`config.mk`:
```
export PLATFORM = sky130hd
export DESIGN_NAME = seq_match_window_counter
export DESIGN_NICKNAME = d
export VERILOG_FILES = /design/src/rtl/seq_match_window_counter.sv
export SDC_FILE = /design/constraint.sdc
export NUM_CORES = 1
export LEC_CHECK = 0
export ABC_AREA = 0
export BUFFER_PORTS_ARGS = -buffer_cell sky130_fd_sc_hd__buf_2
export CAP_MARGIN = 20
export CORE_MARGIN = 4
export CORE_UTILIZATION = 40
export DETAILED_ROUTE_END_ITERATION = 16
export HOLD_SLACK_MARGIN = 0.1
export PLACE_DENSITY = 0.7
export REMOVE_ABC_BUFFERS = 1
export SLEW_MARGIN = 20
export SYNTH_ARGS = -nofsm -noshare
export SYNTH_HDL_FRONTEND = slang
export SYNTH_SLANG_ARGS = --single-unit
```
`constraint.sdc`:
```
create_clock -name clk -period 2.4 [get_ports clk]
set_input_delay 0.12 -clock clk [delete_from_list [all_inputs] [get_ports clk]]
set_output_delay 0.12 -clock clk [all_outputs]
set_load 0.02 [all_outputs]
```
`src/rtl/seq_match_window_counter.sv`:
```
// -----------------------------------------------------------------------------
// seq_match_window_counter
//
// Counts match pulses from the serial sequence detector over back-to-back
// windows of WINDOW bit-cycles and hands one saturating count report per
// window to the status/logging stage over a valid/ready interface. A report
// that arrives while the previous one is still unconsumed is dropped and the
// sticky ovf flag is raised.
//
// Optional feature (macro MATCH_GAP_EN): adds rpt_min_gap, the minimum
// distance in cycles between consecutive matches inside the reported window
// (all-ones when the window held fewer than two matches).
// -----------------------------------------------------------------------------
module seq_match_window_counter #(
    parameter int WINDOW = 16,
    parameter int CW     = 4,
    parameter int GW     = 5
) (
    input  logic          clk,
    input  logic          reset,
    input  logic          en,
    input  logic          match_in,
    input  logic          rpt_ready,
    output logic          rpt_valid,
    output logic [CW-1:0] rpt_count,
    output logic          rpt_sat,
    output logic          ovf
`ifdef MATCH_GAP_EN
    ,
    output logic [GW-1:0] rpt_min_gap
`endif
);

    localparam int            PW       = $clog2(WINDOW);
    localparam logic [PW-1:0] POS_LAST = PW'(WINDOW - 1);
    localparam logic [CW-1:0] CNT_MAX  = '1;

    // Reject configurations where the window is too short or a gap could
    // reach the all-ones "no gap" code.
    generate
        if (WINDOW < 2 || (1 << GW) <= WINDOW) begin : g_bad_params
            $error("seq_match_window_counter: need WINDOW >= 2 and 2**GW > WINDOW");
        end
    endgenerate

    typedef enum logic {
        IDLE,
        RUN
    } state_t;

    state_t        state;
    logic [PW-1:0] pos;
    logic [CW-1:0] cnt;
    logic          sat;

    logic          counting;
    logic          hit;
    logic          win_end;
    logic [CW-1:0] cnt_next;
    logic          sat_next;
    logic          load;
    logic          drop;

`ifdef MATCH_GAP_EN
    logic [PW-1:0] last_pos;
    logic          seen;
    logic [GW-1:0] min_gap;
    logic [GW-1:0] gap_cur;
    logic [GW-1:0] gap_next;
`endif

    // Per-cycle window arithmetic: what the count/sat (and min gap) become
    // once this cycle's match is included, and whether this is the last bit.
    always_comb begin
        // NOTE: every signal written here gets a default first so no path
        // leaves it unassigned, which would otherwise infer a latch.
        counting = (state == RUN) && en;
        hit      = counting && match_in;
        win_end  = counting && (pos == POS_LAST);
        cnt_next = cnt;
        sat_next = sat;
        if (hit) begin
            if (cnt == CNT_MAX) begin
                sat_next = 1'b1;
            end else begin
                cnt_next = cnt + 1'b1;
            end
        end
        load = win_end && (!rpt_valid || rpt_ready);
        drop = win_end && rpt_valid && !rpt_ready;
`ifdef MATCH_GAP_EN
        gap_cur  = GW'(pos) - GW'(last_pos);
        gap_next = min_gap;
        if (hit && seen && (gap_cur < min_gap)) begin
            gap_next = gap_cur;
        end
`endif
    end

    // Window FSM: IDLE holds the window cleared; RUN advances pos every cycle,
    // wraps at the last bit and discards the partial window when en drops.
    // NOTE: the asynchronous reset is in the sensitivity list so state clears
    // without waiting for a clock edge.
    always_ff @(posedge clk or posedge reset) begin
        if (reset) begin
            state <= IDLE;
            pos   <= '0;
            cnt   <= '0;
            sat   <= 1'b0;
        end else begin
            // NOTE: sequential state uses non-blocking assignments so every
            // register samples pre-edge values regardless of statement order.
            case (state)
                IDLE: begin
                    pos <= '0;
                    cnt <= '0;
                    sat <= 1'b0;
                    if (en) begin
                        state <= RUN;
                    end
                end
                RUN: begin
                    if (!en) begin
                        state <= IDLE;
                        pos   <= '0;
                        cnt   <= '0;
                        sat   <= 1'b0;
                    end else if (win_end) begin
                        pos <= '0;
                        cnt <= '0;
                        sat <= 1'b0;
                    end else begin
                        pos <= pos + 1'b1;
                        cnt <= cnt_next;
                        sat <= sat_next;
                    end
                end
                default: begin
                    state <= IDLE;
                end
            endcase
        end
    end

`ifdef MATCH_GAP_EN
    // Gap tracker: remembers the position of the last match in the current
    // window and folds each new distance into the running minimum.
    always_ff @(posedge clk or posedge reset) begin
        if (reset) begin
            last_pos <= '0;
            seen     <= 1'b0;
            min_gap  <= '1;
        end else if (!counting || win_end) begin
            last_pos <= '0;
            seen     <= 1'b0;
            min_gap  <= '1;
        end else if (hit) begin
            last_pos <= pos;
            seen     <= 1'b1;
            min_gap  <= gap_next;
        end
    end
`endif

    // Report register: loads at window end when empty or being consumed,
    // otherwise drops the new report and raises the sticky overflow flag.
    always_ff @(posedge clk or posedge reset) begin
        if (reset) begin
            rpt_valid   <= 1'b0;
            rpt_count   <= '0;
            rpt_sat     <= 1'b0;
            ovf         <= 1'b0;
`ifdef MATCH_GAP_EN
            rpt_min_gap <= '1;
`endif
        end else if (load) begin
            rpt_valid   <= 1'b1;
            rpt_count   <= cnt_next;
            rpt_sat     <= sat_next;
`ifdef MATCH_GAP_EN
            rpt_min_gap <= gap_next;
`endif
        end else begin
            if (rpt_valid && rpt_ready) begin
                rpt_valid <= 1'b0;
            end
            if (drop) begin
                ovf <= 1'b1;
            end
        end
    end

endmodule

```
==> impl_results.md, run 1 <==
- Chip height: 51.6 microns
- Simple-Gate Fraction of Synth Area: 0.196
- Sequential power share: 0.618
- Root Driver: clkbuf_4
- RSZ-0062 raised after global routing: no
- Critical Path RT: 2.62 ns
- Switch Pwr: 110 uW
- Routed WL: 1480 microns
- Multi-input gate area: 328 sq um
- Worst vdd ir: 0.262 mV
- Residual DRC: 0
- 1st-pass router iterations: 3
- P_int: 362 uW
- DRT iter0 DRCs: 11
- Drt via density: 5.14
- Vias in the first global route: 570
- Fin crit share: 0.634
- Clock group share of total power: 0.331
- Combinational Power Share: 0.051
- Crit Path Category: register to register
- Switching Fraction: 0.233
- Storage cell area: 425 sq um
- Worst-path fanout max: 5
- Gr usage total: 0.130
- CTS clk-pin slew, worst paths: 0.10 ns
- Tightest Pin Transition: 0.617 ns
- Worst hold path class: input port to register
- Die Area: 2660 sq um
- Crit path DAT: 1.74 ns
- IO Pins: 12
- Outcome: complete, no violations
- Final Critical Period: 1.52 ns
- Post-synthesis mux area share: 0.0132
- Synth warn: 0
- Final worst slack: 0.879 ns
- Pwr per Cell Area: 528 nW/um^2
- Die Width: 51.6 microns
- Starting Density: 0.431
- Final setup skew: 0.00604 ns
- Static leakage: 0.435 nW
- Number of CTS-inserted buffers: 3
- Wire per inst: 13.4 microns
- Mapped Cells: 68
- Routability Congestion: 0.794
- Hpwl dp: 1120 microns
- Adder-Cell Fraction of Synth Area: 0.0329
- Clk buf depth: 2
- Layout cells sized above 1: 0.224
- Final setup viols: 0
- Resized Gates After CTS: 0
- Dpl ws: 0.910 ns
- Final Net Count: 93
- Port buffer count: 11
- Seq/Total Area, Yosys: 0.559
- CTS tree: yes
- Most frequent cells in the layout: 17 x dfrtp_1, 11 x buf_2, 6 x nand2_1
- Fillers: 177
- Pwr Total: 472 uW
- Setup tns final: 0 ns
- H-tree lvl count: 1
- CP Launch Type: register
- Post-synthesis compound-gate area fraction: 0.166
- Max Slew Vio Count: 0
- Core box area: 1760 sq um
- Critical path capture point type: register
- Rel. slew slack: 0.589
- Largest net degree at the start of global routing: 18
- Final hold vios: 0
- Max-cap viol count: 0
- Number of synthesized register bits: 17
- Clock Sink Count: 17
- P&R area growth vs syn: 17.4%
- Syn Std Cell Area: 761 sq um
- Synth cell types: 28
- DRT antenna net count: 0
- Post-synthesis xor/xnor area fraction: 0.0230
- Number of diodes: 0
- Max Freq: 0.657 GHz
- GRT overflow: 0
- # rows: 15
- Initial antenna violation count: 0
- Vias: 565
- First-pass GRT wire length: 2530 microns
- Finished Core Util: 0.506
- Worst skew pair latency: 0.30 ns
- Syn avg cell area: 11.2 sq um
- Commonest non-fill, non-tap cell in the layout: dfrtp_1
- Largest family of logic cells by synthesized area: simple AND/OR/NAND/NOR gates
-- path summary, 6_finish.rpt --
| kind | slack, ns | depth (start not counted) | from | endpoint |
|---|---|---|---|---|
| setup / recovery | 0.88 | 4 | cnt[0]$_DFF_PP0_ | rpt_count[0]$_DFFE_PP0P_ |
| max in group asynchronous | 1.57 | 3 | reset | cnt[2]$_DFF_PP0_ |
| setup reg to reg | 0.88 | 4 | cnt[0]$_DFF_PP0_ | rpt_count[0]$_DFFE_PP0P_ |
| hold reg to reg | 0.48 | 1 | pos[0]$_DFF_PP0_ | pos[0]$_DFF_PP0_ |
| min in group asynchronous | 0.43 | 3 | reset | rpt_valid$_DFFE_PP0P_ |
| hold / removal | 0.18 | 3 | rpt_ready | rpt_valid$_DFFE_PP0P_ |
-- per-stage QoR --
stage / instances / hold slack (ns) / instance area [sq um]
final: 110 / 0.181 / 893
after global routing: 110 / 0.244 / 893
after CTS: 110 / 0.189 / 893
after detailed placement: 104 / 0.230 / 847
after global placement: 104 / 0.232 / 847
after floorplan: 68 / 0.0461 / 761
-- per-layer routing --
layer	track usage	share of wire	vias to the layer above	routed length, microns
met5	0	0	-	0
met3	0.0258	0.043	3	63
met4	0.0655	0.018	0	26
li1	-	-	289	-
met2	0.208	0.44	13	648
met1	0.165	0.50	260	740
-- cell type report --
| type | count | area share |
|---|---|---|
| Multi-Input combinational cell | 49 | 0.367 |
| Inverter | 2 | 0.00840 |
| Tap cell | 25 | 0.0350 |
| Timing Repair Buffer | 13 | 0.0840 |
| Clock buffer | 4 | 0.0294 |
| Sequential cell | 17 | 0.476 |
-- power groups by stage --
stage,clock network [mW],logic (mW),registers (mW)
after floorplan,0,0.0128,0.297
after global placement,0,0.0216,0.297
after detailed placement,0,0.0220,0.298
after CTS,0.160,0.0245,0.292
after global routing,0.170,0.0285,0.293
final,0.156,0.0240,0.292
-- Yosys cell counts, drive strengths merged --
master  instances  area, sq um
dfrtp          17          425
nand2           6         22.5
a31oi           5         31.3
nor2            5         18.8
a21oi           4         20.0
and3            4         26.3
nand3           3         20.0
nor3            3         20.0
ha              2         25.0
inv             2         7.51
o21ai           2         10.0
o31ai           2         15.0
a41o            1         10.0
a41oi           1         16.3
and2            1         6.26
mux2i           1         10.0
nand2b          1         6.26
nand3b          1         7.51
nand4b          1         8.76
nor2b           1         6.26
o21bai          1         7.51
o41ai           1         16.3
or3             1         6.26
xnor2           1         8.76
xor2            1         8.76
-- logic make-up after synthesis --
kind of cell / count (synthesis)
flops: 17
simple gates: 27
fa+ha+maj: 2
buf+inv: 2
compound gates: 17
xor+xnor: 2
mux: 1
-- state kept, by name, indices dropped and copies added, names as in the netlist --
signal and count:
ovf 1, rpt_sat 1, pos 4, state 1
rpt_valid 1, cnt 4, sat 1, rpt_count 4
-- repair_timing --
item,4_1_cts,5_1_grt
setup buffers,0,0
hold buffers,2,0
setup endpoints to repair,0,0
endpoints found under the hold margin,18,0
-- critical path: stages, from the launching register on --
cell	delay, ns
dfrtp_1	0.44
ha_1	0.25
and3_1	0.23
or3_1	0.33
a31oi_1	0.19
No activity file was read; power rests on OpenSTA's default activity.
==> run 2: changes to the inputs <==
PLACE_DENSITY = 0.72   (was 0.7)
clock period = 1.22 ns   (was 2.4 ns; I/O delays follow)
==> run 2 against run 1 <==
Compared with the run above:
- the run now ends with setup timing left
- hold slack worse by 0.067 ns
- non-clock buffer count up 17
- core utilization up 12 points
- register-to-register slack worse by 0.95 ns
- via count up 21%
- critical path depth unchanged
- clock power up 99%
- count of clock-buffer cells in the layout down 1
- wire length up 26%
- clock skew down 0.0053 ns
- critical path type unchanged
- critical endpoint unchanged
- largest cell class unchanged
==> impl_results.md, run 2 (synthesis gave the netlist of run 1 again) <==
- Port buffer count: 11
- Number of diodes: 0
- Tightest Pin Transition: 0.258 ns
- Final hold vios: 0
- Layout cells sized above 1: 0.520
- Dpl ws: -0.162 ns
- First-pass GRT wire length: 3120 microns
- Vias in the first global route: 723
- Worst skew pair latency: 0.30 ns
- Routability Congestion: 0.758
- P&R area growth vs syn: 45.1%
- Die Area: 2660 sq um
- Rel. slew slack: 0.827
- Finished Layout Cells: 127
- Max-cap viol count: 0
- Residual DRC: 0
- CP Launch Type: register
- Core box area: 1760 sq um
- Initial antenna violation count: 0
- Root Driver: clkbuf_4
- Fin crit share: 1.06
- Critical Path RT: 1.45 ns
- Final setup viols: 5
- # placed instances: 118
- Vias: 686
- DRT iter0 DRCs: 11
- Most frequent cells in the layout: 17 x dfrtp_1, 17 x buf_4, 11 x buf_2
- Starting Density: 0.431
- CTS tree: yes
- DRT antenna net count: 0
- Die Width: 51.6 microns
- Max Slew Vio Count: 0
- Clk buf depth: 2
- RSZ-0062 raised after global routing: yes
- Largest net degree at the start of global routing: 18
- Static leakage: 0.523 nW
- IO Pins: 12
- Pwr Total: 961 uW
- Drt via density: 5.40
- CTS clk-pin slew, worst paths: 0.10 ns
- Crit path DAT: 1.53 ns
- Violated checks: setup timing
- Final Critical Period: 1.29 ns
- Wire per inst: 14.6 microns
- Final worst slack: -0.0743 ns
- Fillers: 142
- Outcome: complete, but fails checks
- GRT overflow: 0
- # rows: 15
- Hpwl dp: 1250 microns
- Clock Sink Count: 17
- Critical path capture point type: register
- Worst hold path class: input port to register
- Chip height: 51.6 microns
- Worst-path fanout max: 5
- Gr usage total: 0.162
- H-tree lvl count: 1
- Pwr per Cell Area: 870 nW/um^2
- Final setup skew: 0.000735 ns
- Worst vdd ir: 0.387 mV
- Max Freq: 0.773 GHz
- Final Net Count: 110
- Routed WL: 1860 microns
- Crit Path Category: register to register
- 1st-pass router iterations: 4
- Number of CTS-inserted buffers: 3
- Top Registers: cnt (4), pos (4), rpt_count (4)
[run 2: worst paths after layout]
kind | start | end | slack [ns] | cells after the start
worst min-delay path | en | pos[2]$_DFF_PP0_ | 0.11 | 3
min in group asynchronous | reset | pos[0]$_DFF_PP0_ | 0.30 | 4
worst max-delay path | cnt[0]$_DFF_PP0_ | rpt_count[0]$_DFFE_PP0P_ | -0.07 | 4
worst min register to register | ovf$_DFFE_PP0P_ | ovf$_DFFE_PP0P_ | 0.48 | 1
max in group asynchronous | reset | cnt[0]$_DFF_PP0_ | 0.74 | 4
worst max register to register | cnt[0]$_DFF_PP0_ | rpt_count[0]$_DFFE_PP0P_ | -0.07 | 4
[run 2: cell type report]
| class | count | area [sq um] | share of cell area |
|---|---|---|---|
| sequential | 17 | 425 | 0.385 |
| multi-input combinational | 49 | 409 | 0.371 |
| timing repair buffer | 30 | 203 | 0.184 |
| tap | 25 | 31.3 | 0.0283 |
| clock buffer | 3 | 22.5 | 0.0204 |
| inverter | 2 | 7.51 | 0.00680 |
| clock inverter | 1 | 5.00 | 0.00454 |
[run 2: power breakdown]
| part | internal (mW) | switching [mW] |
|---|---|---|
| logic | 0.0341 | 0.0407 |
| registers | 0.569 | 0.00711 |
| clock network | 0.123 | 0.188 |
[run 2: metrics by stage]
stage,hold WS (ns),cell area [sq um],TNS [ns],util
floorplan,-0.0129,761,-0.352,-
detailed placement,0.0854,952,-1.03,0.540
CTS,0.154,1050,-0.363,0.594
global route,0.136,1100,-0.572,0.626
finish,0.114,1100,-0.244,0.626
global placement,0.0795,952,-0.595,0.540
[run 2: per-layer routing]
layer / global-route usage / up-vias / wire length (microns)
met1: 0.173 / 335 / 774
li1: - / 320 / -
met3: 0.0315 / 5 / 103
met5: 0 / - / 0
met2: 0.301 / 26 / 940
met4: 0.0786 / 0 / 39
[run 2: worst max-delay path: stages (launching register included)]
cell	delay (ns)
dfrtp_1	0.41
ha_2	0.18
and3_4	0.16
or3_4	0.35
a31oi_2	0.13
[run 2: what timing repair did]
action                                 CTS  global route
setup endpoints to repair               14            11
endpoints found under the hold margin   19             0
pin swaps                                7             3
buffers inserted                         0             3
resized for setup                       10            10
hold buffers                             2             0
